===== config.mk =====
export PLATFORM = sky130hd
export DESIGN_NAME = alu_result_stage
export DESIGN_NICKNAME = d
export VERILOG_FILES = /design/src/rtl/cpu_pkg.sv /design/src/rtl/skid_buffer.sv /design/src/rtl/alu_result_stage.sv
export SDC_FILE = /design/constraint.sdc
export NUM_CORES = 1
export LEC_CHECK = 0
export ABC_AREA = 1
export BUFFER_PORTS_ARGS = -buffer_cell sky130_fd_sc_hd__buf_2
export CAP_MARGIN = 10
export CELL_PAD_IN_SITES_DETAIL_PLACEMENT = 2
export CELL_PAD_IN_SITES_GLOBAL_PLACEMENT = 2
export CORE_MARGIN = 1.5
export CORE_UTILIZATION = 29
export DETAILED_ROUTE_END_ITERATION = 16
export PLACE_DENSITY = 0.72
export REMOVE_ABC_BUFFERS = 1
export SLEW_MARGIN = 20
export SYNTH_ARGS = -nofsm -noshare
export SYNTH_HDL_FRONTEND = slang
export SYNTH_SLANG_ARGS = --single-unit

===== constraint.sdc =====
create_clock -name clk -period 5.4 [get_ports clk]
set_input_delay 1.35 -clock clk [delete_from_list [all_inputs] [get_ports clk]]
set_output_delay 1.35 -clock clk [all_outputs]
set_load 0.05 [all_outputs]

===== src/rtl/cpu_pkg.sv =====
// cpu_pkg: definitions shared by the ALU, the decoder and the EX->MEM result stage.
//   - ALU opcode encodings
//   - ex_mem_t: payload carried from EX to MEM
//   - is_trap_op(): opcodes whose signed overflow raises a trap
package cpu_pkg;

    localparam int unsigned WORD_LEN     = 32;
    localparam int unsigned REG_ADDR_LEN = 5;

    localparam logic [3:0] ALU_AND = 4'b0000;
    localparam logic [3:0] ALU_OR  = 4'b0001;
    localparam logic [3:0] ALU_ADD = 4'b0010;
    localparam logic [3:0] ALU_SUB = 4'b0110;
    localparam logic [3:0] ALU_SLT = 4'b0111;
    localparam logic [3:0] ALU_NOR = 4'b1100;

    typedef struct packed {
        logic [WORD_LEN-1:0]     res;
        logic                    zero;
        logic [REG_ADDR_LEN-1:0] rd;
        logic                    reg_write;
        logic                    mem_read;
        logic                    mem_write;
        logic [WORD_LEN-1:0]     store_data;
    } ex_mem_t;

    // SLT reports carry-out on the overflow line, so only ADD/SUB overflow is a real trap.
    function automatic logic is_trap_op(input logic [3:0] op);
        return (op == ALU_ADD) || (op == ALU_SUB);
    endfunction

endpackage


===== src/rtl/skid_buffer.sv =====
// skid_buffer: generic 2-entry valid/ready buffer (output slot + skid slot).
//   clk, reset           clock, asynchronous active-high reset
//   in_valid/in_ready    upstream handshake; in_ready is ~skid_full (register-only path)
//   in_data              payload of type T
//   flush                drop both slots and the incoming word this cycle
//   out_valid/out_ready  downstream handshake
//   out_data             output slot payload; holds its value when out_valid=0
module skid_buffer #(
    parameter type T = logic [7:0]
) (
    input  logic clk,
    input  logic reset,
    input  logic in_valid,
    output logic in_ready,
    input  T     in_data,
    input  logic flush,
    output logic out_valid,
    input  logic out_ready,
    output T     out_data
);

    logic r_out_valid;
    T     r_out_data;
    logic r_skid_valid;
    T     r_skid_data;

    logic w_push;
    logic w_slot_free;

    assign in_ready    = ~r_skid_valid;
    assign w_push      = in_valid & ~r_skid_valid & ~flush;
    // Output slot can take a new word when empty or being consumed this cycle.
    assign w_slot_free = ~r_out_valid | out_ready;

    always_ff @(posedge clk or posedge reset) begin
        if (reset) begin
            r_out_valid  <= 1'b0;
            r_out_data   <= '0;
            r_skid_valid <= 1'b0;
            r_skid_data  <= '0;
        end else if (flush) begin
            // Data registers are left untouched so out_data holds its last value.
            r_out_valid  <= 1'b0;
            r_skid_valid <= 1'b0;
        end else if (w_slot_free) begin
            if (r_skid_valid) begin
                // Skid full implies in_ready=0, so no push can coincide here.
                r_out_valid  <= 1'b1;
                r_out_data   <= r_skid_data;
                r_skid_valid <= 1'b0;
            end else if (w_push) begin
                r_out_valid <= 1'b1;
                r_out_data  <= in_data;
            end else begin
                r_out_valid <= 1'b0;
            end
        end else if (w_push) begin
            r_skid_valid <= 1'b1;
            r_skid_data  <= in_data;
        end
    end

    assign out_valid = r_out_valid;
    assign out_data  = r_out_data;

endmodule


===== src/rtl/alu_result_stage.sv =====
// alu_result_stage: EX->MEM pipeline register stage downstream of the ALU.
//   clk, reset                 clock, asynchronous active-high reset
//   in_valid/in_ready          upstream handshake; in_ready = ~skid_full & ~exc_overflow
//   res, zero, overflow, op    ALU outputs and the opcode that produced them
//   rd, reg_write, mem_read, mem_write, store_data   instruction control/data fields
//   flush                      kill every held or arriving instruction this cycle
//   out_valid/out_ready        MEM-stage handshake
//   out_*                      registered copies of the captured fields
//   exc_overflow/exc_ack       sticky signed-overflow trap and its acknowledge
// wordLen/regAddrLen must equal cpu_pkg::WORD_LEN/REG_ADDR_LEN (ex_mem_t is fixed-width).
module alu_result_stage
    import cpu_pkg::*;
#(
    parameter int unsigned wordLen    = WORD_LEN,
    parameter int unsigned regAddrLen = REG_ADDR_LEN
) (
    input  logic                  clk,
    input  logic                  reset,
    input  logic                  in_valid,
    output logic                  in_ready,
    input  logic [wordLen-1:0]    res,
    input  logic                  zero,
    input  logic                  overflow,
    input  logic [3:0]            op,
    input  logic [regAddrLen-1:0] rd,
    input  logic                  reg_write,
    input  logic                  mem_read,
    input  logic                  mem_write,
    input  logic [wordLen-1:0]    store_data,
    input  logic                  flush,
    output logic                  out_valid,
    input  logic                  out_ready,
    output logic [wordLen-1:0]    out_res,
    output logic                  out_zero,
    output logic [regAddrLen-1:0] out_rd,
    output logic                  out_reg_write,
    output logic                  out_mem_read,
    output logic                  out_mem_write,
    output logic [wordLen-1:0]    out_store_data,
    output logic                  exc_overflow,
    input  logic                  exc_ack
);

    logic    r_exc_overflow;
    logic    w_buf_ready;
    logic    w_accept;
    logic    w_trap;
    ex_mem_t w_in_entry;
    ex_mem_t w_out_entry;

    assign in_ready = w_buf_ready & ~r_exc_overflow;
    assign w_accept = in_valid & in_ready & ~flush;
    assign w_trap   = w_accept & overflow & is_trap_op(op);

    // A trapping instruction still flows down the pipe but with every side effect stripped.
    always_comb begin
        w_in_entry            = '0;
        w_in_entry.res        = res;
        w_in_entry.zero       = zero;
        w_in_entry.rd         = rd;
        w_in_entry.reg_write  = reg_write & ~w_trap;
        w_in_entry.mem_read   = mem_read  & ~w_trap;
        w_in_entry.mem_write  = mem_write & ~w_trap;
        w_in_entry.store_data = store_data;
    end

    skid_buffer #(
        .T (ex_mem_t)
    ) u_skid (
        .clk       (clk),
        .reset     (reset),
        .in_valid  (in_valid & ~r_exc_overflow),
        .in_ready  (w_buf_ready),
        .in_data   (w_in_entry),
        .flush     (flush),
        .out_valid (out_valid),
        .out_ready (out_ready),
        .out_data  (w_out_entry)
    );

    // New trap wins over a same-cycle ack; flush deliberately leaves the trap pending.
    always_ff @(posedge clk or posedge reset) begin
        if (reset) begin
            r_exc_overflow <= 1'b0;
        end else if (w_trap) begin
            r_exc_overflow <= 1'b1;
        end else if (exc_ack) begin
            r_exc_overflow <= 1'b0;
        end
    end

    assign exc_overflow   = r_exc_overflow;
    assign out_res        = w_out_entry.res;
    assign out_zero       = w_out_entry.zero;
    assign out_rd         = w_out_entry.rd;
    assign out_reg_write  = w_out_entry.reg_write;
    assign out_mem_read   = w_out_entry.mem_read;
    assign out_mem_write  = w_out_entry.mem_write;
    assign out_store_data = w_out_entry.store_data;

endmodule


After elaboration in Yosys (flattened, before gate mapping). Cells that the tools add are included.

Add/subtract/negate cells: 0. $mul: 0. Divide/modulo/power cells: 0. $lt $le $gt $ge: 0. Equality and inequality tests: 2. Shifts and indexed selects: 0. Mux-type cells: 11. Bitwise gates (word level): 18. Reduce and logical (&&, ||, !) cells: 7.

Operators with widths (number): $mux 73 (2); $and 1x1->1 (11); $mux 1 (9); $not 1->1 (6); $reduce_and 3->1 (2); $reduce_bool 2->1 (3); $eq 4x2->1 const B (1); $eq 4x3->1 const B (1); $reduce_bool 3->1 (1); $logic_or 1x1->1 (1); $or 1x1->1 (1).

Flip-flop bits (word level): 149. Latch bits: 0. Memory bits (writable): 0. ROM bits: 0. Input port bits: 84. Logic and storage cells: 55. Memories: 0.

Longest topological paths before layout.
Depth in word-level cells: 10. Mapped depth: 10. Mapped depth without buffers: 8.

Hierarchy. Synthesis repeated with hierarchy kept, for this count alone.

Cells, all modules: 908. Area total of the unflattened synthesis: 6866.6 um2.

Modules (own cells, without submodules): skid_buffer (times used 1, cells each 884, area an instance 6729.0 um2, seq. area each 3703.6 um2); alu_result_stage (times used 1, cells each 24, area an instance 137.6 um2, seq. area each 25.0 um2).

Least setup slack after synthesis. No wires, ideal clock.

Path kind: register to output. Start: register r_exc_overflow, in the netlist exc_overflow. End: output port in_ready. Arrival time: 1.075 ns. Path slack: 2.975 ns. Stages on the path, launching flop included: 2. Path through: dfrtp_1 > nor2_2.

Cells in the longest elaborated chain, start to end: 2.

Ends and longest elaborated chain: start, declared (line alu_result_stage.sv:44) `logic r_exc_overflow;`; start signal, assigned (line alu_result_stage.sv:84) `r_exc_overflow <= 1'b0;`; start signal, assigned (line alu_result_stage.sv:86) `r_exc_overflow <= 1'b1;`; start signal, assigned (line alu_result_stage.sv:88) `r_exc_overflow <= 1'b0;`; $not 1->1 (line alu_result_stage.sv:51) `assign in_ready = w_buf_ready & ~r_exc_overflow;`; $and 1x1->1 (line alu_result_stage.sv:51); end, declared (line alu_result_stage.sv:20) `output logic in_ready,`.

No other way between the ends.

Worst setup path after layout.
Start: input port out_ready. End: register u_skid.r_out_data (netlist bit u_skid.out_data[71]).

Cells in the longest elaborated chain, start to end: 2.

Ends and longest elaborated chain: start, declared (line alu_result_stage.sv:32) `input logic out_ready,`; $or 1x1->1 (line skid_buffer.sv:33) `assign w_slot_free = ~r_out_valid | out_ready;`; $reduce_and 3->1 (no source line); end signal, assigned (line skid_buffer.sv:49) `r_out_data <= r_skid_data;`; end signal, assigned (line skid_buffer.sv:53) `r_out_data <= in_data;`; end, declared (line skid_buffer.sv:23) `T r_out_data;`.

No other way between the ends. A chain may end at the register's enable or synchronous reset.

==> results_dict.tcl <==
set metrics [dict create \
    status "completed" \
    syn_area_sq_mm 0.006658 \
    cts_tree "built" \
    grt_pass1_vias 5773 \
    synth_warnings 0 \
    hold_start "u_skid.r_skid_data[58]$_DFFE_PP0P_" \
    diodes 0 \
    cp_max_fo 74 \
    hold_path_class "reg -> reg" \
    grt_pass1_wl_microns 29740 \
    syn_to_final_growth_pct 22.33 \
    slew_viol_final 0 \
    synthCells 714 \
    routed.top_layer "met5" \
    remaining_drc_errors 0 \
    post-cts-setup-buffers 0 \
    ir_worst_vdd_v 0.0001824 \
    syn_area_per_cell_sq_um 9.324 \
    cap_violations 0 \
    drt_wl_total_microns 17610 \
    powerDensity_mw_per_mm2 444.4 \
    reg2reg_to "u_skid.out_data[71]$_DFFE_PP0P_" \
    ant_nets 0 \
    met3_length_microns 1117 \
    dp.cells 1117 \
    crit_chain "buf_2, nor2_2, nand2_1, nand2_4, buf_12, nand2_1, o21ai_2" \
    cts-hold-fix-buffers 0 \
    vias 5245 \
    critPathMaxStageDelay_ns 0.65 \
    ctsResizeCount 0 \
    finalNonFillerCells 1148 \
    drive_gt1_frac 0.2943 \
    root_buffer "clkbuf_16" \
    first_pass_iters 6 \
    ios 160 \
    fmax_mhz 308.1 \
    setup_viol 0 \
    fin_crit_sh 0.6011 \
    gp_congestion 0.6635 \
    fp.dieH_microns 154.5 \
    worst_path_max_delay_cell "nand2_4" \
    worstMarginPinSlew_ns 0.9093 \
    design.core.area_sq_mm 0.02257 \
    hpwl_microns 11260 \
    track_usage 0.1573 \
    portBuffers 158 \
    avgRoutedWirePerCell_microns 15.34 \
    start_util 0.2950 \
    synth-seq-cells 149 \
    drtIter0Drc 217 \
    detail_route.vias_per_cell 4.569 \
    ys_seq_area_frac 0.5600 \
    clk_pin_slew_ns 0.06 \
    r2r_cells 7 \
    min_period_ns 3.246 \
    antenna_found_initial 2 \
    worst-setup-path-type "in -> reg" \
    die-width_microns 154.5 \
    finalHoldViolCount 0 \
    htreeDepth 4 \
    final_cell_mix "nand2_1, buf_2, dfrtp_1, o21ai_0" \
    start_kind "input pin" \
    fp.dieArea_sq_mm 0.02387 \
    whs_endpoint "u_skid.r_skid_data[58]$_DFFE_PP0P_" \
    worstPathArrival_ns 3.58 \
    overflow 0 \
    wl_met1_microns 7947 \
    final_nets 935 \
    ys_types 19 \
    rows 55 \
    grt_max_degree 94 \
    timing.rr.start "u_skid.out_valid$_DFFE_PP0P_" \
    dpl_worst_slack_ns 1.640 \
    end_kind "flip-flop" \
    clockBufferDepth 2 \
    rsz0062_at_grt "false" \
    clock_sinks 149 \
    worst_clock_skew_ns 0.007884 \
    min_path_cells 2 \
    slew_headroom 0.3938 \
    p_leak_uw 0.004276 \
    dr_wl_met2_microns 8438 \
    clk_latency_ns 0.42 \
    cts_buffers 17 \
    final_common_cell "nand2_1" \
    finalSetupTns_ns 0 \
    crit_required_ns 5.73 \
    cp_common_cell "nand2_1" \
    reg2reg_slack_ns 2.81 \
    setup_ws_ns 2.154 \
]
-- cell type report --
| type | count | area (sq um) |
|---|---|---|
| fill | 2567 | 14430 |
| sequential | 149 | 3730 |
| multi-input combinational | 466 | 2370 |
| timing repair buffer | 166 | 875.8 |
| clock buffer | 19 | 432.9 |
| tap | 285 | 356.6 |
| inverter | 51 | 198.9 |
| clock inverter | 12 | 180.2 |
-- stage by stage --
step                instance area, sq um  hold slack, ns  total power, uW    util
floorplan                           6285          0.4416             2137       -
global placement                    7531          0.4532             2361  0.3336
detailed placement                  7531          0.4602             2398  0.3336
CTS                                 8144          0.4750             3689  0.3608
global route                        8144          0.4915             3831  0.3608
finish                              8144          0.4713             3619  0.3608
-- worst max-delay path by stage --
stage,from,to,depth (start not counted)
floorplan,reset,exc_overflow$_DFFE_PP0P_,1
global placement,out_ready,u_skid.out_data[34]$_DFFE_PP0P_,8
detailed placement,out_ready,u_skid.out_data[32]$_DFFE_PP0P_,8
CTS,out_ready,u_skid.out_data[71]$_DFFE_PP0P_,7
global route,out_ready,u_skid.out_data[15]$_DFFE_PP0P_,7
finish,out_ready,u_skid.out_data[71]$_DFFE_PP0P_,7
-- cell families (layout without fill, tap and decap cells) --
logic type	after synthesis	after routing	share of synthesized area
buffers and inverters	99	248	0.08514
DFF	149	149	0.5600
and+or+nand+nor	278	278	0.1656
AOI/OAI and AO/OA	161	161	0.1487
muxes	27	27	0.04059
-- sequential cells by signal, summed over array words and instances, names as in the netlist --
| signal | flops |
|---|---|
| u_skid.r_skid_data | 73 |
| u_skid.out_valid | 1 |
| exc_overflow | 1 |
| u_skid.r_skid_valid | 1 |
| u_skid.out_data | 73 |
-- metal layers --
layer / up-vias / GRT usage
li1: 2561 / -
met1: 2561 / 0.1941
met2: 112 / 0.2625
met3: 9 / 0.05856
met4: 2 / 0.03434
met5: - / 0
-- cell usage after synthesis --
library cell / count / area (sq um)
nand2_1: 236 / 885.9
o21ai_2: 49 / 429.2
nand2_2: 3 / 18.77
inv_1: 50 / 187.7
nor2_4: 1 / 11.26
nor2_2: 1 / 6.260
o21ai_0: 72 / 360.4
nand2_4: 1 / 11.26
nand3_1: 27 / 135.1
nor2_1: 9 / 33.78
a21oi_1: 1 / 5.000
inv_4: 1 / 6.260
o21ai_1: 39 / 195.2
buf_4: 5 / 37.54
buf_6: 21 / 236.5
mux2i_1: 27 / 270.3
clkbuf_1: 9 / 33.78
buf_2: 13 / 65.06
dfrtp_1: 149 / 3729
-- where the power goes --
part / internal (uW) / leakage (uW) / total (uW) / switching, uW
logic: 237 / 0.00211 / 878 / 640
registers: 1360 / 0.00187 / 1480 / 124
clock network: 774 / 0.000293 / 1260 / 483
-- critical path: cells and delay by family --
family | cells | cell delay, ns
buffers and inverters | 2 | 0.48
AO/OA/AOI/OAI | 1 | 0.08
AND/OR/NAND/NOR | 4 | 1.61
No activity file was read; power rests on OpenSTA's default activity.
